===== src/rtl/pc_tx_packetiser.sv =====
// pc_tx_packetiser
//   Sends one packet to the FTDI USB2 bridge as 8N1 UART. A packet is a header
//   word {SYNC_BYTE, command, 6'b0, length} followed by `length` payload words.
//   Words leave the block MSB byte first, and each byte leaves LSB bit first.
//
// Ports
//   i_clock          system clock (50 MHz)
//   i_reset          synchronous, active-high reset
//   i_packet_start   1-cycle pulse that begins a packet; ignored while o_busy=1
//   i_packet_command command field, sampled together with i_packet_start
//   i_packet_length  payload word count, sampled together with i_packet_start
//   i_word_valid     a payload word is available on i_word_data
//   i_word_data      payload word
//   o_word_ready     a word is taken this cycle if i_word_valid=1
//   o_tx_serial      UART line to the PC, idles high
//   o_busy           high while a packet is in flight
//   o_packet_done    1-cycle pulse after the final stop bit
//
// Packet FSM
//   state       | meaning
//   ------------+-------------------------------------------------------
//   S_IDLE      | line high, waiting for i_packet_start
//   S_SEND_HDR  | bit engine is shifting out the 4 header bytes
//   S_WAIT_WORD | o_word_ready high, line high, waiting for i_word_valid
//   S_SEND_WORD | bit engine is shifting out the 4 bytes of a payload word
//   S_DONE      | one cycle: raise o_packet_done, drop o_busy

module pc_tx_packetiser #(
  parameter int unsigned CLKS_PER_BIT = 435,
  parameter logic [7:0]  SYNC_BYTE    = 8'hA5
) (
  input  logic        i_clock,
  input  logic        i_reset,
  input  logic        i_packet_start,
  input  logic [1:0]  i_packet_command,
  input  logic [15:0] i_packet_length,
  input  logic        i_word_valid,
  input  logic [31:0] i_word_data,
  output logic        o_word_ready,
  output logic        o_tx_serial,
  output logic        o_busy,
  output logic        o_packet_done
);

  localparam int unsigned       BAUD_W    = (CLKS_PER_BIT > 1) ? $clog2(CLKS_PER_BIT) : 1;
  localparam logic [BAUD_W-1:0] BAUD_LAST = BAUD_W'(CLKS_PER_BIT - 1);

  typedef enum logic [2:0] {
    S_IDLE,
    S_SEND_HDR,
    S_WAIT_WORD,
    S_SEND_WORD,
    S_DONE
  } pkt_state_t;

  typedef enum logic [1:0] {
    B_START,
    B_DATA,
    B_STOP
  } bit_phase_t;

  pkt_state_t        state_q, state_d;
  bit_phase_t        phase_q, phase_d;
  logic [2:0]        bit_idx_q, bit_idx_d;
  logic [BAUD_W-1:0] baud_q, baud_d;
  logic [1:0]        byte_idx_q, byte_idx_d;
  logic [31:0]       shift_q, shift_d;
  logic [15:0]       len_q, len_d;
  logic [15:0]       word_cnt_q, word_cnt_d;
  logic              tx_q, tx_d;
  logic              busy_q, busy_d;
  logic              ready_q, ready_d;
  logic              done_q, done_d;

  logic              baud_tc;
  logic              word_end;
  logic [7:0]        cur_byte;
  logic [2:0]        idx_inc;

  assign baud_tc  = (baud_q == BAUD_LAST);
  assign cur_byte = shift_q[31:24];
  assign idx_inc  = bit_idx_q + 3'd1;

  always_comb begin
    state_d    = state_q;
    phase_d    = phase_q;
    bit_idx_d  = bit_idx_q;
    baud_d     = baud_q;
    byte_idx_d = byte_idx_q;
    shift_d    = shift_q;
    len_d      = len_q;
    word_cnt_d = word_cnt_q;
    tx_d       = tx_q;
    busy_d     = busy_q;
    ready_d    = ready_q;
    done_d     = 1'b0;
    word_end   = 1'b0;

    // Bit engine. The next line level is computed together with the bit
    // advance so o_tx_serial can be a plain flop with no output decode.
    if (state_q == S_SEND_HDR || state_q == S_SEND_WORD) begin
      if (baud_tc) begin
        baud_d = '0;
        case (phase_q)
          B_START: begin
            phase_d   = B_DATA;
            bit_idx_d = 3'd0;
            tx_d      = cur_byte[0];
          end
          B_DATA: begin
            if (bit_idx_q == 3'd7) begin
              phase_d = B_STOP;
              tx_d    = 1'b1;
            end else begin
              bit_idx_d = idx_inc;
              tx_d      = cur_byte[idx_inc];
            end
          end
          B_STOP: begin
            if (byte_idx_q == 2'd3) begin
              word_end = 1'b1;
            end else begin
              // Next byte of the same word starts straight after the stop bit.
              byte_idx_d = byte_idx_q + 2'd1;
              shift_d    = {shift_q[23:0], 8'h00};
              phase_d    = B_START;
              tx_d       = 1'b0;
            end
          end
          default: phase_d = B_START;
        endcase
      end else begin
        baud_d = baud_q + BAUD_W'(1);
      end
    end

    case (state_q)
      S_IDLE: begin
        if (i_packet_start && !busy_q) begin
          shift_d    = {SYNC_BYTE, i_packet_command, 6'b0, i_packet_length};
          len_d      = i_packet_length;
          word_cnt_d = '0;
          busy_d     = 1'b1;
          tx_d       = 1'b0;
          phase_d    = B_START;
          baud_d     = '0;
          byte_idx_d = '0;
          bit_idx_d  = '0;
          state_d    = S_SEND_HDR;
        end
      end
      S_SEND_HDR, S_SEND_WORD: begin
        if (word_end) begin
          // word_cnt counts words already taken, so equality means the
          // word just sent was the last one (or the header of an empty packet).
          if (word_cnt_q == len_q) begin
            state_d = S_DONE;
          end else begin
            state_d = S_WAIT_WORD;
            ready_d = 1'b1;
          end
        end
      end
      S_WAIT_WORD: begin
        if (i_word_valid) begin
          shift_d    = i_word_data;
          word_cnt_d = word_cnt_q + 16'd1;
          ready_d    = 1'b0;
          tx_d       = 1'b0;
          phase_d    = B_START;
          baud_d     = '0;
          byte_idx_d = '0;
          bit_idx_d  = '0;
          state_d    = S_SEND_WORD;
        end
      end
      S_DONE: begin
        done_d  = 1'b1;
        busy_d  = 1'b0;
        state_d = S_IDLE;
      end
      default: state_d = S_IDLE;
    endcase
  end

  always_ff @(posedge i_clock) begin
    if (i_reset) begin
      state_q    <= S_IDLE;
      phase_q    <= B_START;
      bit_idx_q  <= '0;
      baud_q     <= '0;
      byte_idx_q <= '0;
      shift_q    <= '0;
      len_q      <= '0;
      word_cnt_q <= '0;
      tx_q       <= 1'b1;
      busy_q     <= 1'b0;
      ready_q    <= 1'b0;
      done_q     <= 1'b0;
    end else begin
      state_q    <= state_d;
      phase_q    <= phase_d;
      bit_idx_q  <= bit_idx_d;
      baud_q     <= baud_d;
      byte_idx_q <= byte_idx_d;
      shift_q    <= shift_d;
      len_q      <= len_d;
      word_cnt_q <= word_cnt_d;
      tx_q       <= tx_d;
      busy_q     <= busy_d;
      ready_q    <= ready_d;
      done_q     <= done_d;
    end
  end

  assign o_tx_serial   = tx_q;
  assign o_busy        = busy_q;
  assign o_word_ready  = ready_q;
  assign o_packet_done = done_q;

endmodule


===== config.mk =====
export PLATFORM = sky130hd
export DESIGN_NAME = pc_tx_packetiser
export DESIGN_NICKNAME = d
export VERILOG_FILES = /design/src/rtl/pc_tx_packetiser.sv
export SDC_FILE = /design/constraint.sdc
export NUM_CORES = 1
export LEC_CHECK = 0
export BUFFER_PORTS_ARGS = -buffer_cell sky130_fd_sc_hd__buf_2
export CAP_MARGIN = 30
export CELL_PAD_IN_SITES_DETAIL_PLACEMENT = 0
export CELL_PAD_IN_SITES_GLOBAL_PLACEMENT = 1
export CORE_ASPECT_RATIO = 1.2
export CORE_UTILIZATION = 34
export DETAILED_ROUTE_END_ITERATION = 8
export PLACE_DENSITY = 0.68
export SETUP_SLACK_MARGIN = 0.05
export SLEW_MARGIN = 0
export SYNTH_ARGS = -nofsm -noshare
export SYNTH_HDL_FRONTEND = slang
export SYNTH_SLANG_ARGS = --single-unit

===== constraint.sdc =====
create_clock -name i_clock -period 2.13 [get_ports i_clock]
set_input_delay 0.3195 -clock i_clock [delete_from_list [all_inputs] [get_ports i_clock]]
set_output_delay 0.3195 -clock i_clock [all_outputs]
set_load 0.03 [all_outputs]

Word-level counts from Yosys, hierarchy flattened --
Cells that the tools add are included.
Word-level totals: register bits 87, bits of input ports 54, logic and storage cells 108
Operators by class: multiplexer cells 63, reduce and logical (&&, ||, !) cells 14, add/subtract/negate cells 4, equality and inequality tests 14, $lt $le $gt $ge 1
Operator list (count):
- 32-bit two-way mux | 6
- 32-bit case mux with 2 select lines | 1
- 9-bit two-way mux | 4
- 16-bit two-way mux | 2
- 16-bit case mux with 2 select lines | 1
- 3-bit two-way mux | 9
- 2-bit two-way mux | 12
- 9-bit case mux with 2 select lines | 1
- 16-bit by 1-bit adder with 16-bit output (second input constant) | 1
- 16-bit == test | 1
- 1-bit two-way mux | 16
- 3-bit case mux with 2 select lines | 2
- 9-bit by 1-bit adder with 9-bit output (second input constant) | 1
- 9-bit == test (second input constant) | 1
- 3-bit case mux with 3 select lines | 1
- 2-bit inequality test (second input constant) | 4
- 2-bit case mux with 2 select lines | 2
- 3-bit by 2-bit == test with 1-bit output (second input constant) | 2
- 3-bit == test (second input constant) | 2
- 1-bit case mux with 2 select lines | 3
- 2-bit case mux with 3 select lines | 1
- 3-bit AND reduction | 2
- 2-bit nonzero test | 3
- 2-bit == test (second input constant) | 2
- other kinds (15) | 16

Logic depth before layout (Yosys ltp) --
depth after elaboration 9, gate-level depth with buffers 8, mapped depth without buffers 6

Least setup slack after synthesis --
No wires, ideal clock.
path type register -> register, start point register busy_q, in the netlist o_busy, end point register word_cnt_q[15], arrival time 1.915 ns, period minus slack after synthesis 1.984 ns, cell stages (with the launch flop) 5, path slack 0.146 ns, buffers on the path 0, setup time 0.070 ns, data required time 2.060 ns, cells stage by stage dfxtp_1 > or3b_1 > a2111o_1 > or4_1 > a21oi_1
Between the ends: cells in the longest elaborated chain, start to end 4
Ends and longest elaborated chain:
- from (decl) | RTL line 71 | logic busy_q, busy_d;
- from (signal assigned) | RTL line 210 | busy_q <= busy_d;
- 1-bit logical NOT | RTL line 139 | if (i_packet_start && !busy_q) begin
- 1-bit logical AND | RTL line 139
- 2-bit inequality test (no line)
- 3-bit AND reduction (no line)
- to (signal assigned) | RTL line 208 | word_cnt_q <= word_cnt_d;
- to (decl) | RTL line 69 | logic [15:0] word_cnt_q, word_cnt_d;
Every way passes these cells. A chain may end at the register's enable or synchronous reset.

Final worst setup path --
Same ends and word-level chain as after synthesis.

==> metrics.csv <==
metric,value,unit
status,"finished, final reports clean",
final setup vio count,0,
max incr delay on CP,490,ps
Mapped Cells,513,
routed wire length,11900,um
vias,4048,
r2r setup slk,170,ps
clock root cell,clkbuf_16,
antenna violations before repair,2,
Area Growth Syn to Fin,22.7,%
IO Port Bufs,57,
clock latency on the worst-skew pair,340,ps
GRT Total Usage,19.2,%
Setup Total Neg Slack,0,ps
HP Class,input port to flop,
largest net degree at the start of global routing,38,
CTS Buf Count,9,
Die Area,13000,um2
Setup Skew,8.67,ps
Die W,104,um
ranking of synthesized cells by area,"dfxtp_1 41%, nand2_1 5.8%, a21oi_1 4.7%, xnor2_1 4.1%, o211ai_1 3.9%",
iteration-0 DRC count of the detailed router,159,
max_slew headroom,64.6,%
Syn Nets,573,
Initial Util,35.1,%
Pre-antenna DRT Iters,4,
routed length per instance,15.9,um
Tcrit/Tclk final,92.1,%
die height,125,um
Syn Area/Cell,8.32,um2
Post-route DRC,0,
"CP delay by family, top",simple AND/OR/NAND/NOR gates,
core area,12200,um2
Commonest cells post-synth,"87 x dfxtp_1, 66 x nand2_1, 40 x a21oi_1",
largest vdd supply drop,0.320,mV
Worst setup SP type,flop,
pwr/cell area,716,nW/um2
CP Data Required Time,2390,ps
CP bufs+invs,0,
Worst EP arrival,2220,ps
number of enable flip-flop cells after synthesis,0,
Netlist cell types,52,
Longest Clk Path Bufs,2,
fin nets,642,
Seq cells post-synth,87,
worst hold slack,191,ps
first-pass GRT wire length,20000,um
row count,44,
Lkg Pwr,1.79,nW
H-tree depth,3,
crit path cell chain,or3b_1 > a2111o_1 > or4_1 > a21oi_1,
# resized after CTS,0,
layout cells sized above 1,19.9,%
final worst path period need,1960,ps
worst-path fanout max,6,
Post-CTS Setup Bufs,0,
Slew @ Worst Pin,530,ps
post-synthesis async set-or-reset flop share,0,%
Critical Path End Type,flop,
Placer Congestion,0.814,
Worst-path clk slew,60,ps
IO Count,58,
post-synth top area cell,dfxtp_1,
RSZ-0062 raised after global routing,no,
"Slew Viols, Final",0,
max-cap violations,0,
most frequent cell after synthesis,dfxtp_1,
CTS tree,yes,
Post-DRT Antenna Nets,0,
total grt overflow,0,
hold_buf cts,0,
Setup CP Type,flop to flop,
YS warnings,0,
vias in the first global route,4012,
mapped cell area,4270,um2
ys flop type,dfxtp_1,
fmax,0.510,GHz
final hold violation count,0,
Synth top area share,40.8,%
"Seq/Total Area, Yosys",40.8,%
Vias/cell,5.40,
Worst path slowest cell,a2111o_1,
dpl hpwl,9040,um
CTS Sinks,87,
## worst min-delay path, delay by kind of cell
family	cells	cell delay, ps
buffers and inverters	1	70
and+or+nand+nor	1	40
AOI/OAI and AO/OA	1	60
## through the flow
step           utilization [%]  std cells  area (um2)  worst slack, ps  power [mW]
4_1_cts                   43.0        748        5240              148        3.79
6_report                  43.1        750        5240              169        3.75
5_1_grt                   43.1        749        5240             75.9        3.91
2_1_floorplan                -        513        4270              146        1.98
3_5_place_dp              40.5        732        4930             90.3        2.16
3_3_place_gp              40.5        732        4930              150        2.15
## logic make-up after synthesis
| group | synth area share [%] |
|---|---|
| multiplexers | 1.23 |
| XOR/XNOR | 5.13 |
| buffers and inverters | 4.34 |
| AND/OR/NAND/NOR | 25.2 |
| flip-flops | 40.8 |
| adder cells (fa/ha/maj) | 1.76 |
| AO/OA/AOI/OAI | 21.6 |
## metal layers
layer / share of wire, % / global-route usage [%] / vias to the layer above
met1: 46 / 24.4 / 1906
met5: 0 / 0 / -
met2: 47 / 31.9 / 87
li1: - / - / 2038
met4: 1.8 / 8.24 / 0
met3: 4.5 / 3.19 / 17
## worst paths after layout
path	startpoint	endpoint	cells after the start
worst min register to register	shift_q[1]$_SDFF_PP0_	shift_q[1]$_SDFF_PP0_	1
worst max-delay path	o_busy$_SDFFE_PP0P_	word_cnt_q[15]$_SDFFE_PP0P_	4
worst max register to register	o_busy$_SDFFE_PP0P_	word_cnt_q[15]$_SDFFE_PP0P_	4
worst min-delay path	i_word_data[18]	shift_q[18]$_SDFF_PP0_	3
## state kept, by name (all words and copies together), names as in the netlist, 2 cells and up
name / flops
word_cnt_q: 16
state_q: 3
phase_q: 2
shift_q: 32
baud_q: 9
bit_idx_q: 3
len_q: 16
byte_idx_q: 2
## cell usage in the layout (no fill, tap or decap), types with 2 or more instances in the layout
master	Yosys	routed
nand2_1	66	66
nor2_1	24	24
a31oi_1	2	2
a22oi_1	9	9
buf_4	0	37
xnor2_1	20	20
and3_1	2	2
a32o_1	2	2
buf_2	1	57
mux2i_1	3	3
or4_1	7	7
o31ai_1	6	6
and2_1	4	4
inv_6	0	2
nand3_1	28	28
o2bb2ai_1	7	7
o21ai_0	14	14
nor3_1	9	8
dfxtp_1	87	87
o211ai_1	22	22
diode_2	0	2
a21oi_1	40	40
nand2b_1	3	3
ha_1	6	6
clkinv_4	0	2
a21o_1	7	7
a211oi_1	8	8
nand4_1	20	20
or3_1	8	8
xor2_1	5	5
a2111o_1	2	2
o2111ai_1	7	7
nor4_1	8	8
nand3b_1	3	3
o311ai_0	6	6
inv_1	10	10
nor2b_1	14	14
clkbuf_16	0	9
## area by class of cell
| type | instances | area, um2 |
|---|---|---|
| Antenna cell | 2 | 5.00 |
| Clock buffer | 11 | 243 |
| Clock inverter | 5 | 65.1 |
| Fill cell | 1251 | 6930 |
| Inverter | 10 | 37.5 |
| Multi-Input combinational cell | 379 | 2360 |
| Sequential cell | 87 | 1740 |
| Tap cell | 161 | 201 |
| Timing Repair Buffer | 95 | 583 |
## power by group
part           internal, mW  switching [mW]
clock                 0.954           0.677
sequential             1.69          0.0382
combinational         0.172           0.225
(Power assumes the default switching activity.)
